--- src/rtl/fsm_sw_pkg.sv ---
// Shared types and constants for the switch-code sequencer.
// The sequence codes drive fsm_led's sw input and also serve as the expected
// led readback values.
package fsm_sw_pkg;

  typedef enum logic [1:0] {
    IDLE  = 2'd0,
    DRIVE = 2'd1,
    CHECK = 2'd2,
    DONE  = 2'd3
  } state_t;

  localparam int unsigned SEQ_LEN   = 6;
  localparam logic [2:0]  LAST_STEP = 3'(SEQ_LEN - 1);

  // Walk: st1, st2, st3, st4, st3, idle
  localparam logic [2:0] SEQ_CODE_0 = 3'b001;
  localparam logic [2:0] SEQ_CODE_1 = 3'b010;
  localparam logic [2:0] SEQ_CODE_2 = 3'b100;
  localparam logic [2:0] SEQ_CODE_3 = 3'b111;
  localparam logic [2:0] SEQ_CODE_4 = 3'b100;
  localparam logic [2:0] SEQ_CODE_5 = 3'b000;

endpackage

--- src/rtl/fsm_sw_seq_rom.sv ---
// Combinational step-index to switch-code lookup.
// Indices outside 0..5 return 000.
module fsm_sw_seq_rom
  import fsm_sw_pkg::*;
(
  input  logic [2:0] idx,
  output logic [2:0] code
);

  // Fixed walk table
  always_comb begin
    code = '0;
    case (idx)
      3'd0:    code = SEQ_CODE_0;
      3'd1:    code = SEQ_CODE_1;
      3'd2:    code = SEQ_CODE_2;
      3'd3:    code = SEQ_CODE_3;
      3'd4:    code = SEQ_CODE_4;
      3'd5:    code = SEQ_CODE_5;
      default: code = '0;
    endcase
  end

endmodule

--- src/rtl/fsm_sw_seq.sv ---
// Switch-code sequencer: walks fsm_led's sw input through
// 001,010,100,111,100,000, holding each code HOLD_CYC cycles plus one
// readback cycle, then pulses done.
// Optional readback compare (sticky err) enabled by FSM_SW_SEQ_CHECK_EN.
module fsm_sw_seq #(
  parameter int unsigned HOLD_CYC = 4
) (
  input  logic       clk,
  input  logic       rst_n,
  input  logic       start,
  input  logic [2:0] led,
  output logic [2:0] sw,
  output logic       busy,
  output logic       done,
  output logic [2:0] step
`ifdef FSM_SW_SEQ_CHECK_EN
  ,
  output logic       err
`endif
);
  import fsm_sw_pkg::*;

  localparam logic [7:0] HOLD_LAST = 8'(HOLD_CYC - 1);

  state_t     state, state_n;
  logic [7:0] cnt, cnt_n;
  logic [2:0] step_n;
  logic       start_acc;
  logic [2:0] code_n;
  logic [2:0] sw_n;
  logic       busy_n;
  logic       done_n;

  // Outputs are registered from the next-state values so sw/busy change on
  // the same edge that enters DRIVE.
  fsm_sw_seq_rom u_rom_drive (
    .idx  (step_n),
    .code (code_n)
  );

  // Next-state, hold counter and step sequencing
  always_comb begin
    state_n   = state;
    cnt_n     = cnt;
    step_n    = step;
    start_acc = 1'b0;
    case (state)
      IDLE: begin
        step_n = '0;
        cnt_n  = '0;
        if (start) begin
          state_n   = DRIVE;
          start_acc = 1'b1;
        end
      end
      DRIVE: begin
        if (cnt == HOLD_LAST) state_n = CHECK;
        else                  cnt_n   = cnt + 8'd1;
      end
      CHECK: begin
        if (step == LAST_STEP) begin
          state_n = DONE;
        end else begin
          state_n = DRIVE;
          step_n  = step + 3'd1;
          cnt_n   = '0;
        end
      end
      DONE: begin
        state_n = IDLE;
        step_n  = '0;
        cnt_n   = '0;
      end
      default: begin
        state_n = IDLE;
        step_n  = '0;
        cnt_n   = '0;
      end
    endcase
    // Unreachable step values 6/7 abort to IDLE
    if (step > LAST_STEP) begin
      state_n   = IDLE;
      step_n    = '0;
      cnt_n     = '0;
      start_acc = 1'b0;
    end
  end

  // Output values to register alongside the next state
  always_comb begin
    sw_n   = '0;
    busy_n = 1'b0;
    done_n = 1'b0;
    if (state_n == DRIVE || state_n == CHECK) begin
      sw_n   = code_n;
      busy_n = 1'b1;
    end
    if (state_n == DONE) done_n = 1'b1;
  end

  // State, counter, step and output registers
  always_ff @(posedge clk or negedge rst_n) begin
    if (!rst_n) begin
      state <= IDLE;
      cnt   <= '0;
      step  <= '0;
      sw    <= '0;
      busy  <= 1'b0;
      done  <= 1'b0;
    end else begin
      state <= state_n;
      cnt   <= cnt_n;
      step  <= step_n;
      sw    <= sw_n;
      busy  <= busy_n;
      done  <= done_n;
    end
  end

`ifdef FSM_SW_SEQ_CHECK_EN
  logic [2:0] code_exp;

  fsm_sw_seq_rom u_rom_expect (
    .idx  (step),
    .code (code_exp)
  );

  // Sticky readback error, cleared by an accepted start
  always_ff @(posedge clk or negedge rst_n) begin
    if (!rst_n)                                  err <= 1'b0;
    else if (start_acc)                          err <= 1'b0;
    else if (state == CHECK && led != code_exp)  err <= 1'b1;
  end
`else
  logic unused_led;
  assign unused_led = ^{led, start_acc};
`endif

endmodule

--- config.mk ---
export PLATFORM = sky130hd
export DESIGN_NAME = fsm_sw_seq
export DESIGN_NICKNAME = d
export VERILOG_FILES = /design/src/rtl/fsm_sw_pkg.sv /design/src/rtl/fsm_sw_seq_rom.sv /design/src/rtl/fsm_sw_seq.sv
export SDC_FILE = /design/constraint.sdc
export NUM_CORES = 1
export LEC_CHECK = 0
export ABC_AREA = 1
export CAP_MARGIN = 20
export CORE_UTILIZATION = 58
export CTS_BUF_LIST = sky130_fd_sc_hd__clkbuf_8
export CTS_CLUSTER_SIZE = 40
export DETAILED_ROUTE_END_ITERATION = 12
export DONT_BUFFER_PORTS = 1
export PLACE_DENSITY = 0.76
export SLEW_MARGIN = 10
export SYNTH_ARGS = -nofsm -noshare
export SYNTH_HDL_FRONTEND = slang
export SYNTH_SLANG_ARGS = --single-unit
--- constraint.sdc ---
create_clock -name clk -period 1.8 [get_ports clk]
set_clock_uncertainty 0.2 [all_clocks]
set_input_delay 0.27 -clock clk [delete_from_list [all_inputs] [get_ports clk]]
set_output_delay 0.27 -clock clk [all_outputs]
set_load 0.02 [all_outputs]
# Word-level counts from Yosys, hierarchy flattened

Index checks and enable logic that the tools add are counted.

Muxes and demuxes: 16
Shift-type cells: 0
$lt $le $gt $ge: 1
Bitwise operators: 0
Eq/ne operators: 14
Add/sub/neg operators: 2
Reduce and logical (&&, ||, !) cells: 6
Divide/modulo/power cells: 0
$mul: 0

Operator list:

| kind                                                                  | number |
|---|---|
| 8-bit 2-to-1 mux                                                      | 3 |
| 8-bit case mux with 3 select lines                                    | 1 |
| 3-bit case mux with 4 select lines                                    | 1 |
| 3-bit 2-to-1 mux                                                      | 3 |
| 8-bit by 1-bit adder with 8-bit output, second input constant         | 1 |
| 2-bit equality test, second input constant                            | 4 |
| 8-bit by 2-bit equality test with 1-bit output, second input constant | 1 |
| 2-bit 2-to-1 mux                                                      | 4 |
| 2-bit case mux with 4 select lines                                    | 1 |
| 3-bit by 2-bit equality test with 1-bit output, second input constant | 2 |
| 3-bit equality test, second input constant                            | 2 |
| 3-bit inequality test, second input constant                          | 2 |
| 3-bit case mux with 2 select lines                                    | 1 |
| 2-bit by 1-bit equality test with 1-bit output, second input constant | 2 |
| 2-bit OR reduction                                                    | 2 |
| 3-bit by 1-bit adder with 3-bit output, second input constant         | 1 |
| 3-bit by 1-bit equality test with 1-bit output, second input constant | 1 |
| 3-bit greater-than comparator, second input constant                  | 1 |
| 3-bit zero test                                                       | 1 |
| 2-bit zero test                                                       | 1 |
| 1-bit 2-to-1 mux                                                      | 2 |
| 2-bit AND reduction                                                   | 1 |
| 1-bit logical OR                                                      | 1 |

RAM bits: 0
ROM bits: 0
Output and inout port bits: 8
Logic and storage cells: 45
Register bits: 18
Bits in latches: 0
Input port bits: 6
Memories kept: 0

# Depth between registers and ports, before layout

Gate-level depths: netlist of the first run.

Depth in word-level cells: 8
Depth in mapped cells: 12

# Hierarchy

From an unflattened synthesis of the first run, not the netlist that was laid out.

Cell total of the unflattened synthesis: 138
Area, all modules: 1096.1 µm²

By module, submodules not included:

| module         | area an instance (µm²) | seq. area each (µm²) | times used | cells each |
|---|---|---|---|---|
| fsm_sw_seq     | 1051.0                 | 450.4                | 1          | 127 |
| fsm_sw_seq_rom | 45.0                   | 0.0                  | 1          | 11 |

# Least setup slack after synthesis of the first run

OpenSTA, ideal clock, no wires.

Path kind: register to register
From: register step[1]
To: register sw[2]
Period minus slack after synthesis: 2.085 ns
Path buffers: 1
Path slack: -0.285 ns
Data required time: 1.483 ns
Stages on the path, launching flop included: 13
Data arrival time: 1.768 ns
Library setup time: 0.117 ns
Path through: dfrtp_1 > inv_1 > ha_1 > nand2_2 > nor2_1 > nand2_1 > nand2_2 > buf_6 > ha_1 > inv_1 > nor2_1 > nand2_1 > nand2_1

Elaborated cells between the ends (all ways): 20
Classes of those cells: add/sub: 1; order compare: 1; eq/ne: 7; mux: 8; reduce/logical: 3

RTL lines:

| item                                                                                  | RTL line          | text |
|---|---|---|
| from (decl)                                                                           | fsm_sw_seq.sv:15  | `output logic [2:0] step` |
| from (signal assigned)                                                                | fsm_sw_seq.sv:113 | `step <= step_n;` |
| 3-bit equality test                                                                   | fsm_sw_seq.sv:61  | `if (step == LAST_STEP) begin` |
| 2-bit 2-to-1 mux                                                                      | fsm_sw_seq.sv:61  |  |
| 2-bit case mux with 4 select lines                                                    | fsm_sw_seq.sv:47  | `case (state)` |
| 2-bit 2-to-1 mux *                                                                    | fsm_sw_seq.sv:81  | `if (step > LAST_STEP) begin` |
| via state_n[1]                                                                        | fsm_sw_seq.sv:25  | `state_t state, state_n;` |
| 2-bit by 1-bit equality test with 1-bit output or 2-bit equality test (tied branches) | fsm_sw_seq.sv:94  | `if (state_n == DRIVE \|\| state_n == CHECK) begin` |
| 1-bit logical OR *                                                                    | fsm_sw_seq.sv:94  |  |
| 3-bit 2-to-1 mux *                                                                    | fsm_sw_seq.sv:94  |  |
| via sw_n[2]                                                                           | fsm_sw_seq.sv:30  | `logic [2:0] sw_n;` |
| to (signal assigned)                                                                  | fsm_sw_seq.sv:114 | `sw <= sw_n;` |
| to (decl)                                                                             | fsm_sw_seq.sv:12  | `output logic [2:0] sw,` |

Mark *: on every way through the listed nets, which the timed path passes. The rest lies on a longest branch.
A chain may end at the register's enable or synchronous reset.

# Worst setup path after layout of the first run

From: register step[1]
To: register sw[2]

Word-level cells in the longest chain between the ends: 8
Elaborated cells between the ends (all ways): 20
Classes of those cells: add/sub: 1; order compare: 1; eq/ne: 7; mux: 8; reduce/logical: 3

RTL lines:

| item                                                                                  | RTL line                           | text |
|---|---|---|
| 3-bit by 1-bit adder with 3-bit output or 3-bit equality test (tied branches)         | fsm_sw_seq.sv:65, fsm_sw_seq.sv:61 |  |
| 3-bit 2-to-1 mux                                                                      | fsm_sw_seq.sv:61                   |  |
| 3-bit case mux with 2 select lines                                                    | fsm_sw_seq.sv:47                   |  |
| 3-bit 2-to-1 mux                                                                      | fsm_sw_seq.sv:81                   |  |
| 3-bit by 2-bit equality test with 1-bit output or 3-bit equality test (tied branches) | fsm_sw_seq_rom.sv:13               | `case (idx)` |
| 2-bit OR reduction (no source line)                                                   | --                                 |  |
| 3-bit case mux with 4 select lines                                                    | fsm_sw_seq_rom.sv:13               |  |
| 3-bit 2-to-1 mux *                                                                    | fsm_sw_seq.sv:94                   |  |
| via sw_n[2]                                                                           | fsm_sw_seq.sv:30                   |  |

Marked as above.

==> run_summary.xml, run 1 <==
<?xml version="1.0" encoding="UTF-8"?>
<metrics>
  <group name="run_status">
    <metric name="status" unit="">completed</metric>
  </group>
  <group name="global_routing">
    <metric name="grt_pass1_vias" unit="">906</metric>
    <metric name="antenna_found_initial" unit="">0</metric>
    <metric name="total_congestion_overflow" unit="">0</metric>
    <metric name="grt_first_pass_wirelength" unit="mm">3.76</metric>
    <metric name="maximum_number_of_pins_on_one_net_before_global_route_repair" unit="">19</metric>
    <metric name="global_route.usage.total" unit="">0.263</metric>
  </group>
  <group name="placement">
    <metric name="gp_congestion" unit="">0.787</metric>
    <metric name="portBuffers" unit="">0</metric>
    <metric name="placed_cell_area" unit="mm²">0.00125</metric>
    <metric name="dp_cells" unit="">173</metric>
    <metric name="post-dp-hpwl" unit="mm">1.70</metric>
  </group>
  <group name="floorplanning">
    <metric name="core_area" unit="mm²">0.00175</metric>
    <metric name="rows" unit="">15</metric>
    <metric name="dieWidth" unit="µm">45.3</metric>
    <metric name="initial_cell_density_of_the_core" unit="">0.623</metric>
    <metric name="design.die.area" unit="mm²">0.00205</metric>
    <metric name="floorplan_die_height" unit="µm">45.3</metric>
    <metric name="design.portCount" unit="">14</metric>
  </group>
  <group name="setup_path">
    <metric name="worstPathMaxFanout" unit="">5</metric>
    <metric name="slowest_stage_cell_cp" unit="">sky130_fd_sc_hd__dfrtp_2</metric>
    <metric name="cell_family_with_most_cp_delay" unit="">simple AND/OR/NAND/NOR gates</metric>
    <metric name="path_cells" unit="">inv_2 -&gt; ha_4 -&gt; nand2_4 -&gt; nor2_2 -&gt; nand2_1 -&gt; nand2_2 -&gt; ha_4 -&gt; inv_2 -&gt; nor2_2 -&gt; nand2_1 -&gt; nand2_1</metric>
    <metric name="regToRegStartpoint" unit="">step[1]</metric>
    <metric name="r2r_slack" unit="ns">0.04</metric>
    <metric name="path_class" unit="">reg -&gt; reg</metric>
    <metric name="endpoint_kind" unit="">register</metric>
    <metric name="cp_num_cells" unit="">11</metric>
    <metric name="timing.critical_path.mode_cell" unit="">sky130_fd_sc_hd__nand2_1</metric>
    <metric name="cpPeakStageDelay" unit="ns">0.45</metric>
    <metric name="cp_num_buf_inv" unit="">2</metric>
    <metric name="crit_arrival" unit="ns">1.71</metric>
    <metric name="rr_endpoint" unit="">sw[2]</metric>
    <metric name="reg2regPathDepth" unit="">11</metric>
    <metric name="timing.critical_path.from_type" unit="">register</metric>
    <metric name="data_required_critical_path" unit="ns">1.75</metric>
  </group>
  <group name="sta">
    <metric name="final.period_utilization" unit="">0.978</metric>
    <metric name="tightest_slew" unit="ns">0.839</metric>
    <metric name="slew-limit-headroom" unit="">0.439</metric>
    <metric name="final.min_clock_period" unit="ns">1.76</metric>
    <metric name="timing.setup.tns" unit="ns">0</metric>
    <metric name="timing.fmax" unit="MHz">568</metric>
    <metric name="finalHoldViolCount" unit="">0</metric>
    <metric name="setup_violations" unit="">0</metric>
    <metric name="maxSlewViolCount" unit="">0</metric>
    <metric name="rsz0062_at_grt" unit="">true</metric>
  </group>
  <group name="finish">
    <metric name="fillers" unit="">122</metric>
    <metric name="final_net_count" unit="">167</metric>
    <metric name="final-instance-count-excl-fill" unit="">181</metric>
    <metric name="proportion_of_layout_cells_with_a_drive_suffix_above_1" unit="">0.423</metric>
    <metric name="ff_latch_area" unit="µm²">454</metric>
    <metric name="synthToLayoutAreaGrowth" unit="%">26.7</metric>
    <metric name="stdcell_area" unit="mm²">0.00138</metric>
    <metric name="multi_input_logic_area" unit="µm²">637</metric>
    <metric name="insertedDiodeCount" unit="">0</metric>
    <metric name="layout.core_utilization" unit="">0.789</metric>
  </group>
  <group name="logic_synthesis">
    <metric name="netlist_area" unit="mm²">0.00109</metric>
    <metric name="library_cell_with_the_highest_instance_count_after_synthesis" unit="">sky130_fd_sc_hd__nand2_1</metric>
    <metric name="number_of_enable_type_register_cells_in_the_synthesized_netlist" unit="">0</metric>
    <metric name="number_of_instances_in_the_synthesized_netlist" unit="">135</metric>
    <metric name="ys_ff_latch" unit="">18</metric>
    <metric name="synthArstFlopShare" unit="">1.00</metric>
    <metric name="ys_top_cells_by_area" unit="">sky130_fd_sc_hd__dfrtp_1 (41%), sky130_fd_sc_hd__nand2_1 (11%), sky130_fd_sc_hd__nand2_2 (6.9%), sky130_fd_sc_hd__nand3_1 (6.9%), sky130_fd_sc_hd__o21ai_2 (5.6%)</metric>
    <metric name="postSynthNetCount" unit="">145</metric>
    <metric name="synth_ff_type" unit="">sky130_fd_sc_hd__dfrtp_1</metric>
    <metric name="synthDominantCellAreaShare" unit="">0.414</metric>
    <metric name="synth_commonest_cells" unit="">sky130_fd_sc_hd__nand2_1 (31), sky130_fd_sc_hd__dfrtp_1 (18), sky130_fd_sc_hd__nand3_1 (15), sky130_fd_sc_hd__nor2_1 (14), sky130_fd_sc_hd__inv_1 (13)</metric>
    <metric name="post_synth.cell_area_avg" unit="µm²">8.05</metric>
    <metric name="post-synth-top-area-cell" unit="">sky130_fd_sc_hd__dfrtp_1</metric>
    <metric name="register_area_share_after_synthesis" unit="">0.414</metric>
    <metric name="synth.yosys.warnings" unit="">0</metric>
    <metric name="synth_unique_cells" unit="">23</metric>
  </group>
  <group name="detailed_routing">
    <metric name="antenna_left" unit="">0</metric>
    <metric name="detail_route.first_pass.iterations" unit="">4</metric>
    <metric name="detail_route.wirelength" unit="mm">2.37</metric>
    <metric name="initialDrtViolationCount" unit="">22</metric>
    <metric name="routed-via-count" unit="">940</metric>
    <metric name="route.detailed.drc" unit="">0</metric>
    <metric name="detail_route.vias_per_cell" unit="">5.19</metric>
    <metric name="wl_per_cell" unit="µm">13.1</metric>
  </group>
  <group name="clock_tree">
    <metric name="clkTransAtPathRegs" unit="ns">0.07</metric>
    <metric name="tritoncts" unit="">done</metric>
    <metric name="cts_sinks" unit="">18</metric>
    <metric name="htree_levels" unit="">1</metric>
    <metric name="clock_latency" unit="ns">0.25</metric>
    <metric name="clockBufferDepth" unit="">2</metric>
    <metric name="cts_buf_count" unit="">3</metric>
    <metric name="clk_root_buffer_cell" unit="">sky130_fd_sc_hd__clkbuf_8</metric>
  </group>
  <group name="pwr">
    <metric name="power.static_leakage" unit="µW">0.000698</metric>
    <metric name="power_density" unit="mW/mm²">1400</metric>
    <metric name="irDropWorstVdd" unit="mV">0.955</metric>
  </group>
  <group name="hold_path">
    <metric name="worst_hold_path_type" unit="">in -&gt; reg</metric>
    <metric name="worst_hold_path.num_cells" unit="">3</metric>
    <metric name="holdCritStartpoint" unit="">start</metric>
    <metric name="whs_endpoint" unit="">done</metric>
  </group>
  <group name="job">
    <metric name="max-cap-violations" unit="">0</metric>
  </group>
</metrics>
-- flip-flops by register name, indices dropped and copies added (netlist names) --
signal  flops
cnt         8
sw          3
state       2
step        3
done        1
busy        1
-- metrics by stage --
| stage | hold slack (ns) | setup WS [ns] | power, µW |
|---|---|---|---|
| detailed placement | -0.225 | -0.0133 | 1460 |
| global placement | -0.225 | 0.0313 | 1420 |
| CTS | 0.279 | 0.000889 | 1830 |
| floorplan | -0.226 | -0.0328 | 1230 |
| finish | 0.275 | 0.0387 | 1930 |
| global route | 0.281 | -0.0546 | 2050 |
-- worst max path at each step --
stage                 start     to
floorplan           step[1]  sw[2]
global placement     cnt[0]  sw[2]
detailed placement   cnt[0]  sw[2]
CTS                  cnt[0]  sw[2]
global route         cnt[1]  sw[2]
finish              step[1]  sw[2]
-- power breakdown --
part	switching, µW	total [µW]	internal, µW
registers	122	636	513
clock network	135	329	194
logic	522	961	439
-- repair_timing --
action / CTS / global route
resized for setup: 1 / 9
hold buffers: 1 / 0
hold endpoints to repair: 18 / 0
setup buffers: 1 / 2
pin swaps: 0 / 1
endpoints found under the setup margin: 3 / 3
-- routing by layer --
| layer | vias up | GRT usage | part of all wire |
|---|---|---|---|
| met5 | - | 0 | 0 |
| met4 | 0 | 0.158 | 0.0072 |
| met3 | 2 | 0.0440 | 0.017 |
| met2 | 10 | 0.472 | 0.56 |
| met1 | 454 | 0.286 | 0.42 |
| li1 | 474 | - | - |
-- worst reg2reg max path: cells and delay by family (launching register included) --
kind	cells	cell delay, ns
fa+ha+maj	2	0.38
buf+inv	2	0.16
flops	1	0.45
simple gates	7	0.46
-- layout by cell type, fill, tap and decap left out, types with 4 or more instances in the layout --
| master | instances |
|---|---|
| sky130_fd_sc_hd__clkbuf_8 | 4 |
| sky130_fd_sc_hd__inv_1 | 11 |
| sky130_fd_sc_hd__nand2_2 | 11 |
| sky130_fd_sc_hd__dfrtp_1 | 15 |
| sky130_fd_sc_hd__nand2_1 | 30 |
| sky130_fd_sc_hd__nor2_1 | 9 |
| sky130_fd_sc_hd__nor2_2 | 5 |
| sky130_fd_sc_hd__nand3_1 | 14 |
| sky130_fd_sc_hd__inv_2 | 4 |
| sky130_fd_sc_hd__buf_4 | 17 |
| sky130_fd_sc_hd__o21ai_2 | 7 |
-- area by class of cell --
class	count	share of cell area
timing repair buffer	18	0.0999
sequential	18	0.330
inverter	16	0.0454
clock buffer	4	0.0400
tap	25	0.0227
multi-input combinational	100	0.462
-- cell families after synthesis --
family | share of synthesized area
buffers and inverters | 0.0679
flip-flops | 0.414
AO/OA/AOI/OAI | 0.0909
AND/OR/NAND/NOR | 0.381
adder cells (fa/ha/maj) | 0.0460
No activity file was read; power rests on OpenSTA's default activity.
==> run 2: changes to the inputs <==
==> constraint.sdc (replaced) <==
create_clock -name clk -period 1.8 [get_ports clk]
set_clock_uncertainty 0.2 [all_clocks]
set_input_delay 0.27 -clock clk [delete_from_list [all_inputs] [get_ports clk]]
set_output_delay 0.27 -clock clk [all_outputs]
set_load 0.01 [all_outputs]
==> run 2 against run 1 <==
Register-to-register slack got worse by 0.02 ns. Global-route usage shrank 0.80 points. Clock-buffer cell count unchanged. Clock power is 2% higher. Largest cell class unchanged. Sequential share of layout area is 0.83 points higher. Via count fell by 1.7%. Flip-flop and latch count stayed put. Highest routed layer unchanged. Worst hold slack worse by 0.11 ns. Sequential power shrank 4.6%. Critical path type unchanged. Power shrank 6.2%.
==> run_summary.xml, run 2 (same netlist as run 1, synthesis figures left out) <==
<?xml version="1.0" encoding="UTF-8"?>
<metrics>
  <group name="run_status">
    <metric name="status" unit="">completed</metric>
  </group>
  <group name="floorplanning">
    <metric name="rows" unit="">15</metric>
    <metric name="design.die.area" unit="mm²">0.00205</metric>
    <metric name="core_area" unit="mm²">0.00175</metric>
    <metric name="initial_cell_density_of_the_core" unit="">0.623</metric>
    <metric name="dieWidth" unit="µm">45.3</metric>
    <metric name="design.portCount" unit="">14</metric>
    <metric name="floorplan_die_height" unit="µm">45.3</metric>
  </group>
  <group name="finish">
    <metric name="layout.cells.most_common_list" unit="">sky130_fd_sc_hd__nand2_1 (30), sky130_fd_sc_hd__dfrtp_1 (16), sky130_fd_sc_hd__buf_4 (15)</metric>
    <metric name="stdcell_area" unit="mm²">0.00134</metric>
    <metric name="multi_input_logic_area" unit="µm²">616</metric>
    <metric name="ff_latch_area" unit="µm²">453</metric>
    <metric name="largest_register_ff_count" unit="">8</metric>
    <metric name="layout_commonest_cell" unit="">sky130_fd_sc_hd__nand2_1</metric>
    <metric name="final_net_count" unit="">165</metric>
    <metric name="fillers" unit="">126</metric>
    <metric name="synthToLayoutAreaGrowth" unit="%">23.2</metric>
    <metric name="insertedDiodeCount" unit="">0</metric>
    <metric name="layout_top_registers" unit="">cnt (8), step (3), sw (3)</metric>
    <metric name="proportion_of_layout_cells_with_a_drive_suffix_above_1" unit="">0.403</metric>
    <metric name="largest_register" unit="">cnt</metric>
  </group>
  <group name="pwr">
    <metric name="power_density" unit="mW/mm²">1350</metric>
    <metric name="power.static_leakage" unit="µW">0.000687</metric>
    <metric name="irDropWorstVdd" unit="mV">0.939</metric>
  </group>
  <group name="detailed_routing">
    <metric name="initialDrtViolationCount" unit="">16</metric>
    <metric name="detail_route.wirelength" unit="mm">2.24</metric>
    <metric name="routed-via-count" unit="">924</metric>
    <metric name="antenna_left" unit="">0</metric>
    <metric name="detail_route.vias_per_cell" unit="">5.16</metric>
    <metric name="wl_per_cell" unit="µm">12.5</metric>
    <metric name="route.detailed.drc" unit="">0</metric>
    <metric name="detail_route.first_pass.iterations" unit="">5</metric>
  </group>
  <group name="sta">
    <metric name="tightest_slew" unit="ns">0.847</metric>
    <metric name="final.period_utilization" unit="">0.990</metric>
    <metric name="finalHoldViolCount" unit="">0</metric>
    <metric name="rsz0062_at_grt" unit="">true</metric>
    <metric name="setup_violations" unit="">0</metric>
    <metric name="timing.fmax" unit="MHz">561</metric>
    <metric name="hold_slack" unit="ns">0.160</metric>
    <metric name="slew-limit-headroom" unit="">0.433</metric>
    <metric name="final.min_clock_period" unit="ns">1.78</metric>
    <metric name="maxSlewViolCount" unit="">0</metric>
  </group>
  <group name="setup_path">
    <metric name="worstPathMaxFanout" unit="">4</metric>
    <metric name="data_required_critical_path" unit="ns">1.75</metric>
    <metric name="regToRegStartpoint" unit="">cnt[0]</metric>
    <metric name="crit_start" unit="">cnt[0]</metric>
    <metric name="path_class" unit="">reg -&gt; reg</metric>
    <metric name="crit_arrival" unit="ns">1.73</metric>
    <metric name="timing.critical_path.from_type" unit="">register</metric>
    <metric name="endpoint_kind" unit="">register</metric>
  </group>
  <group name="clock_tree">
    <metric name="clockBufferDepth" unit="">2</metric>
    <metric name="cts_buf_count" unit="">3</metric>
    <metric name="clkTransAtPathRegs" unit="ns">0.07</metric>
    <metric name="cts_sinks" unit="">18</metric>
    <metric name="clk_root_buffer_cell" unit="">sky130_fd_sc_hd__clkbuf_8</metric>
    <metric name="tritoncts" unit="">done</metric>
    <metric name="htree_levels" unit="">1</metric>
    <metric name="clock_latency" unit="ns">0.26</metric>
  </group>
  <group name="global_routing">
    <metric name="total_congestion_overflow" unit="">0</metric>
    <metric name="grt_pass1_vias" unit="">904</metric>
    <metric name="global_route.usage.total" unit="">0.255</metric>
    <metric name="antenna_found_initial" unit="">0</metric>
    <metric name="maximum_number_of_pins_on_one_net_before_global_route_repair" unit="">19</metric>
    <metric name="grt_first_pass_wirelength" unit="mm">3.66</metric>
  </group>
  <group name="hold_path">
    <metric name="holdCritStartpoint" unit="">start</metric>
    <metric name="worst_hold_path_type" unit="">in -&gt; reg</metric>
  </group>
  <group name="placement">
    <metric name="placed_cell_area" unit="mm²">0.00125</metric>
    <metric name="gp_congestion" unit="">0.799</metric>
    <metric name="post-dp-hpwl" unit="mm">1.67</metric>
    <metric name="portBuffers" unit="">0</metric>
  </group>
  <group name="job">
    <metric name="max-cap-violations" unit="">0</metric>
  </group>
</metrics>
[run 2: layout make-up]
type | instances | share of cell area
inverter | 16 | 0.0467
timing repair buffer | 16 | 0.0915
multi-input combinational | 100 | 0.459
sequential | 18 | 0.338
tap | 25 | 0.0233
clock buffer | 4 | 0.0411
[run 2: worst paths after layout]
path                                 end  slack (ns)  depth (start not counted)
worst max-delay path               sw[2]        0.02                         11
worst min-delay path            state[0]        0.16                          2
worst max register to register     sw[2]        0.02                         11
worst min register to register    cnt[7]        0.31                          2
max in group asynchronous        step[2]        0.46                          1
min in group asynchronous         cnt[1]        0.36                          1
[run 2: worst max-delay path: stages (launching register included)]
cell and delay [ns]:
sky130_fd_sc_hd__dfrtp_1 0.39, sky130_fd_sc_hd__ha_2 0.20, sky130_fd_sc_hd__nand3_2 0.07, sky130_fd_sc_hd__nor2_2 0.04, sky130_fd_sc_hd__nor2_1 0.08, sky130_fd_sc_hd__nor2_1 0.05, sky130_fd_sc_hd__nor3_2 0.21, sky130_fd_sc_hd__ha_4 0.26
sky130_fd_sc_hd__inv_2 0.05, sky130_fd_sc_hd__nor2_2 0.03, sky130_fd_sc_hd__nand2_1 0.05, sky130_fd_sc_hd__nand2_1 0.05
[run 2: what timing repair did]
item | 4_1_cts | 5_1_grt
hold buffers | 1 | 0
pin swaps | 0 | 0
endpoints found under the hold margin | 18 | 0
resized for setup | 1 | 5
setup buffers | 0 | 1
setup endpoints to repair | 3 | 3
[run 2: layer usage]
layer | routed length [µm] | vias to the layer above | GRT usage
li1 | - | 464 | -
met1 | 906 | 442 | 0.275
met2 | 1230 | 13 | 0.455
met3 | 68 | 5 | 0.0600
met4 | 39 | 0 | 0.139
met5 | 0 | - | 0
[run 2: metrics by stage]
step	util	worst slack, ns	cells	TNS (ns)	power, µW
2_1_floorplan	-	0.00188	135	0	1190
3_3_place_gp	0.718	0.0323	173	0	1380
3_5_place_dp	0.718	0.00787	173	0	1420
4_1_cts	0.756	0.0136	178	0	1770
5_1_grt	0.768	-0.0822	179	-0.146	1920
6_report	0.768	0.0181	179	0	1810
[run 2: power by group]
part / total [µW] / internal [µW] / leakage (µW) / switching (µW)
clock: 335 / 195 / 0.0000288 / 140
sequential: 607 / 512 / 0.000231 / 94.7
combinational: 865 / 385 / 0.000428 / 479
total: 1810 / 1090 / 0.000687 / 714
==> run 3: changes to the inputs <==
- SKIP_LAST_GASP: not set -> 1
==> run 3 against run 2 <==
Combinational power down 0.6%. Core utilization shrank 0.14 points. Worst setup slack improved by 0.0053 ns. First-iteration DRC count unchanged. Routed wire length about the same. Cell count stayed put.
==> run_summary.xml, run 3 (same netlist as run 1, synthesis figures left out) <==
<?xml version="1.0" encoding="UTF-8"?>
<metrics>
  <group name="clock_tree">
    <metric name="cts_sinks" unit="">18</metric>
    <metric name="clkTransAtPathRegs" unit="ns">0.07</metric>
    <metric name="clockBufferDepth" unit="">2</metric>
    <metric name="tritoncts" unit="">done</metric>
    <metric name="cts_buf_count" unit="">3</metric>
    <metric name="clock_latency" unit="ns">0.26</metric>
    <metric name="htree_levels" unit="">1</metric>
    <metric name="clk_root_buffer_cell" unit="">sky130_fd_sc_hd__clkbuf_8</metric>
  </group>
  <group name="detailed_routing">
    <metric name="routed-via-count" unit="">925</metric>
    <metric name="antenna_left" unit="">0</metric>
    <metric name="detail_route.first_pass.iterations" unit="">5</metric>
    <metric name="detail_route.wirelength" unit="mm">2.25</metric>
    <metric name="detail_route.vias_per_cell" unit="">5.17</metric>
    <metric name="wl_per_cell" unit="µm">12.5</metric>
    <metric name="route.detailed.drc" unit="">0</metric>
    <metric name="initialDrtViolationCount" unit="">16</metric>
  </group>
  <group name="finish">
    <metric name="synthToLayoutAreaGrowth" unit="%">23.0</metric>
    <metric name="layout.cells.most_common_list" unit="">sky130_fd_sc_hd__nand2_1 (30), sky130_fd_sc_hd__dfrtp_1 (16), sky130_fd_sc_hd__buf_4 (15)</metric>
    <metric name="largest_register" unit="">cnt</metric>
    <metric name="layout_top_registers" unit="">cnt (8), step (3), sw (3)</metric>
    <metric name="proportion_of_layout_cells_with_a_drive_suffix_above_1" unit="">0.396</metric>
    <metric name="largest_register_ff_count" unit="">8</metric>
    <metric name="insertedDiodeCount" unit="">0</metric>
    <metric name="layout_commonest_cell" unit="">sky130_fd_sc_hd__nand2_1</metric>
    <metric name="final_net_count" unit="">165</metric>
  </group>
  <group name="setup_path">
    <metric name="cp_num_buf_inv" unit="">1</metric>
    <metric name="path_cells" unit="">ha_2 -&gt; nand3_2 -&gt; nor2_2 -&gt; nor2_1 -&gt; nor2_1 -&gt; nor3_2 -&gt; ha_4 -&gt; inv_2 -&gt; nor2_1 -&gt; nand2_1 -&gt; nand2_1</metric>
    <metric name="slowest_stage_cell_cp" unit="">sky130_fd_sc_hd__dfrtp_1</metric>
    <metric name="timing.critical_path.from_type" unit="">register</metric>
    <metric name="data_required_critical_path" unit="ns">1.75</metric>
    <metric name="worstPathMaxFanout" unit="">4</metric>
    <metric name="cell_family_with_most_cp_delay" unit="">simple AND/OR/NAND/NOR gates</metric>
    <metric name="timing.critical_path.mode_cell" unit="">sky130_fd_sc_hd__nor2_1</metric>
    <metric name="cpPeakStageDelay" unit="ns">0.39</metric>
    <metric name="crit_arrival" unit="ns">1.73</metric>
    <metric name="endpoint_kind" unit="">register</metric>
    <metric name="path_class" unit="">reg -&gt; reg</metric>
  </group>
  <group name="floorplanning">
    <metric name="design.die.area" unit="mm²">0.00205</metric>
    <metric name="core_area" unit="mm²">0.00175</metric>
    <metric name="initial_cell_density_of_the_core" unit="">0.623</metric>
    <metric name="design.portCount" unit="">14</metric>
    <metric name="rows" unit="">15</metric>
    <metric name="floorplan_die_height" unit="µm">45.3</metric>
    <metric name="dieWidth" unit="µm">45.3</metric>
  </group>
  <group name="sta">
    <metric name="maxSlewViolCount" unit="">0</metric>
    <metric name="timing.fmax" unit="MHz">563</metric>
    <metric name="setup_violations" unit="">0</metric>
    <metric name="tightest_slew" unit="ns">0.847</metric>
    <metric name="hold_slack" unit="ns">0.160</metric>
    <metric name="final.min_clock_period" unit="ns">1.78</metric>
    <metric name="finalHoldViolCount" unit="">0</metric>
    <metric name="final.period_utilization" unit="">0.987</metric>
    <metric name="rsz0062_at_grt" unit="">true</metric>
    <metric name="slew-limit-headroom" unit="">0.433</metric>
  </group>
  <group name="pwr">
    <metric name="power_density" unit="mW/mm²">1350</metric>
    <metric name="finalPower" unit="µW">1800</metric>
    <metric name="power.static_leakage" unit="µW">0.000688</metric>
    <metric name="irDropWorstVdd" unit="mV">0.921</metric>
  </group>
  <group name="global_routing">
    <metric name="antenna_found_initial" unit="">0</metric>
    <metric name="grt_first_pass_wirelength" unit="mm">3.66</metric>
    <metric name="grt_pass1_vias" unit="">904</metric>
    <metric name="global_route.usage.total" unit="">0.255</metric>
    <metric name="total_congestion_overflow" unit="">0</metric>
    <metric name="maximum_number_of_pins_on_one_net_before_global_route_repair" unit="">19</metric>
  </group>
  <group name="placement">
    <metric name="gp_congestion" unit="">0.799</metric>
    <metric name="portBuffers" unit="">0</metric>
    <metric name="post-dp-hpwl" unit="mm">1.67</metric>
  </group>
  <group name="run_status">
    <metric name="status" unit="">completed</metric>
  </group>
  <group name="job">
    <metric name="max-cap-violations" unit="">0</metric>
  </group>
  <group name="hold_path">
    <metric name="worst_hold_path_type" unit="">in -&gt; reg</metric>
  </group>
</metrics>
[run 3: cell counts in the layout (fill, tap and decap cells not counted)]
Identical to the previous run, type by type.
[run 3: final timing paths]
| check | startpoint | endpoint | slack [ns] | depth (start not counted) |
|---|---|---|---|---|
| min reg2reg | cnt[7] | cnt[7] | 0.31 | 2 |
| max | cnt[0] | sw[2] | 0.02 | 11 |
| max reg2reg | cnt[0] | sw[2] | 0.02 | 11 |
| max in group asynchronous | rst_n | step[2] | 0.46 | 1 |
| min | start | state[0] | 0.16 | 2 |
| min in group asynchronous | rst_n | cnt[1] | 0.36 | 1 |
[run 3: where the power goes]
group          internal, µW  leakage (µW)  total [µW]  switching [µW]
sequential              512      0.000231         607            94.7
combinational           384      0.000428         860             475
clock                   195     0.0000288         335             140
[run 3: layer usage]
metal,wire [µm],vias to the layer above,global-route usage
li1,-,465,-
met1,908,442,0.275
met2,1230,13,0.455
met3,68,5,0.0600
met4,39,0,0.139
met5,0,-,0
[run 3: final cells by class]
| type | instances | area, µm² |
|---|---|---|
| clock buffers | 4 | 55.1 |
| fillers | 126 | 408 |
| multi-input cells | 100 | 613 |
| flip-flops and latches | 18 | 453 |
| repair buffers | 16 | 123 |
| inverters | 16 | 62.6 |
| well taps | 25 | 31.3 |
[run 3: timing repair]
action / in CTS / in global routing
hold endpoints to repair: 18 / 0
resized for setup: 1 / 4
buffers inserted: 0 / 1
hold buffers: 1 / 0
endpoints found under the setup margin: 3 / 3
cloned: 0 / 0
[run 3: worst register-to-register path, cell delays in order (launching register included)]
cell	delay (ns)
sky130_fd_sc_hd__dfrtp_1	0.39
sky130_fd_sc_hd__ha_2	0.20
sky130_fd_sc_hd__nand3_2	0.07
sky130_fd_sc_hd__nor2_2	0.04
sky130_fd_sc_hd__nor2_1	0.08
sky130_fd_sc_hd__nor2_1	0.05
sky130_fd_sc_hd__nor3_2	0.21
sky130_fd_sc_hd__ha_4	0.26
sky130_fd_sc_hd__inv_2	0.04
sky130_fd_sc_hd__nor2_1	0.03
sky130_fd_sc_hd__nand2_1	0.05
sky130_fd_sc_hd__nand2_1	0.05
[run 3: stage by stage]
step | setup WS, ns | util | cells | TNS [ns] | instance area (µm²)
floorplan | 0.00188 | - | 135 | 0 | 1130
detailed placement | 0.00787 | 0.718 | 173 | 0 | 1250
global route | -0.0909 | 0.766 | 179 | -0.154 | 1340
global placement | 0.0323 | 0.718 | 173 | 0 | 1250
CTS | 0.0136 | 0.756 | 178 | 0 | 1320
finish | 0.0234 | 0.766 | 179 | 0 | 1340
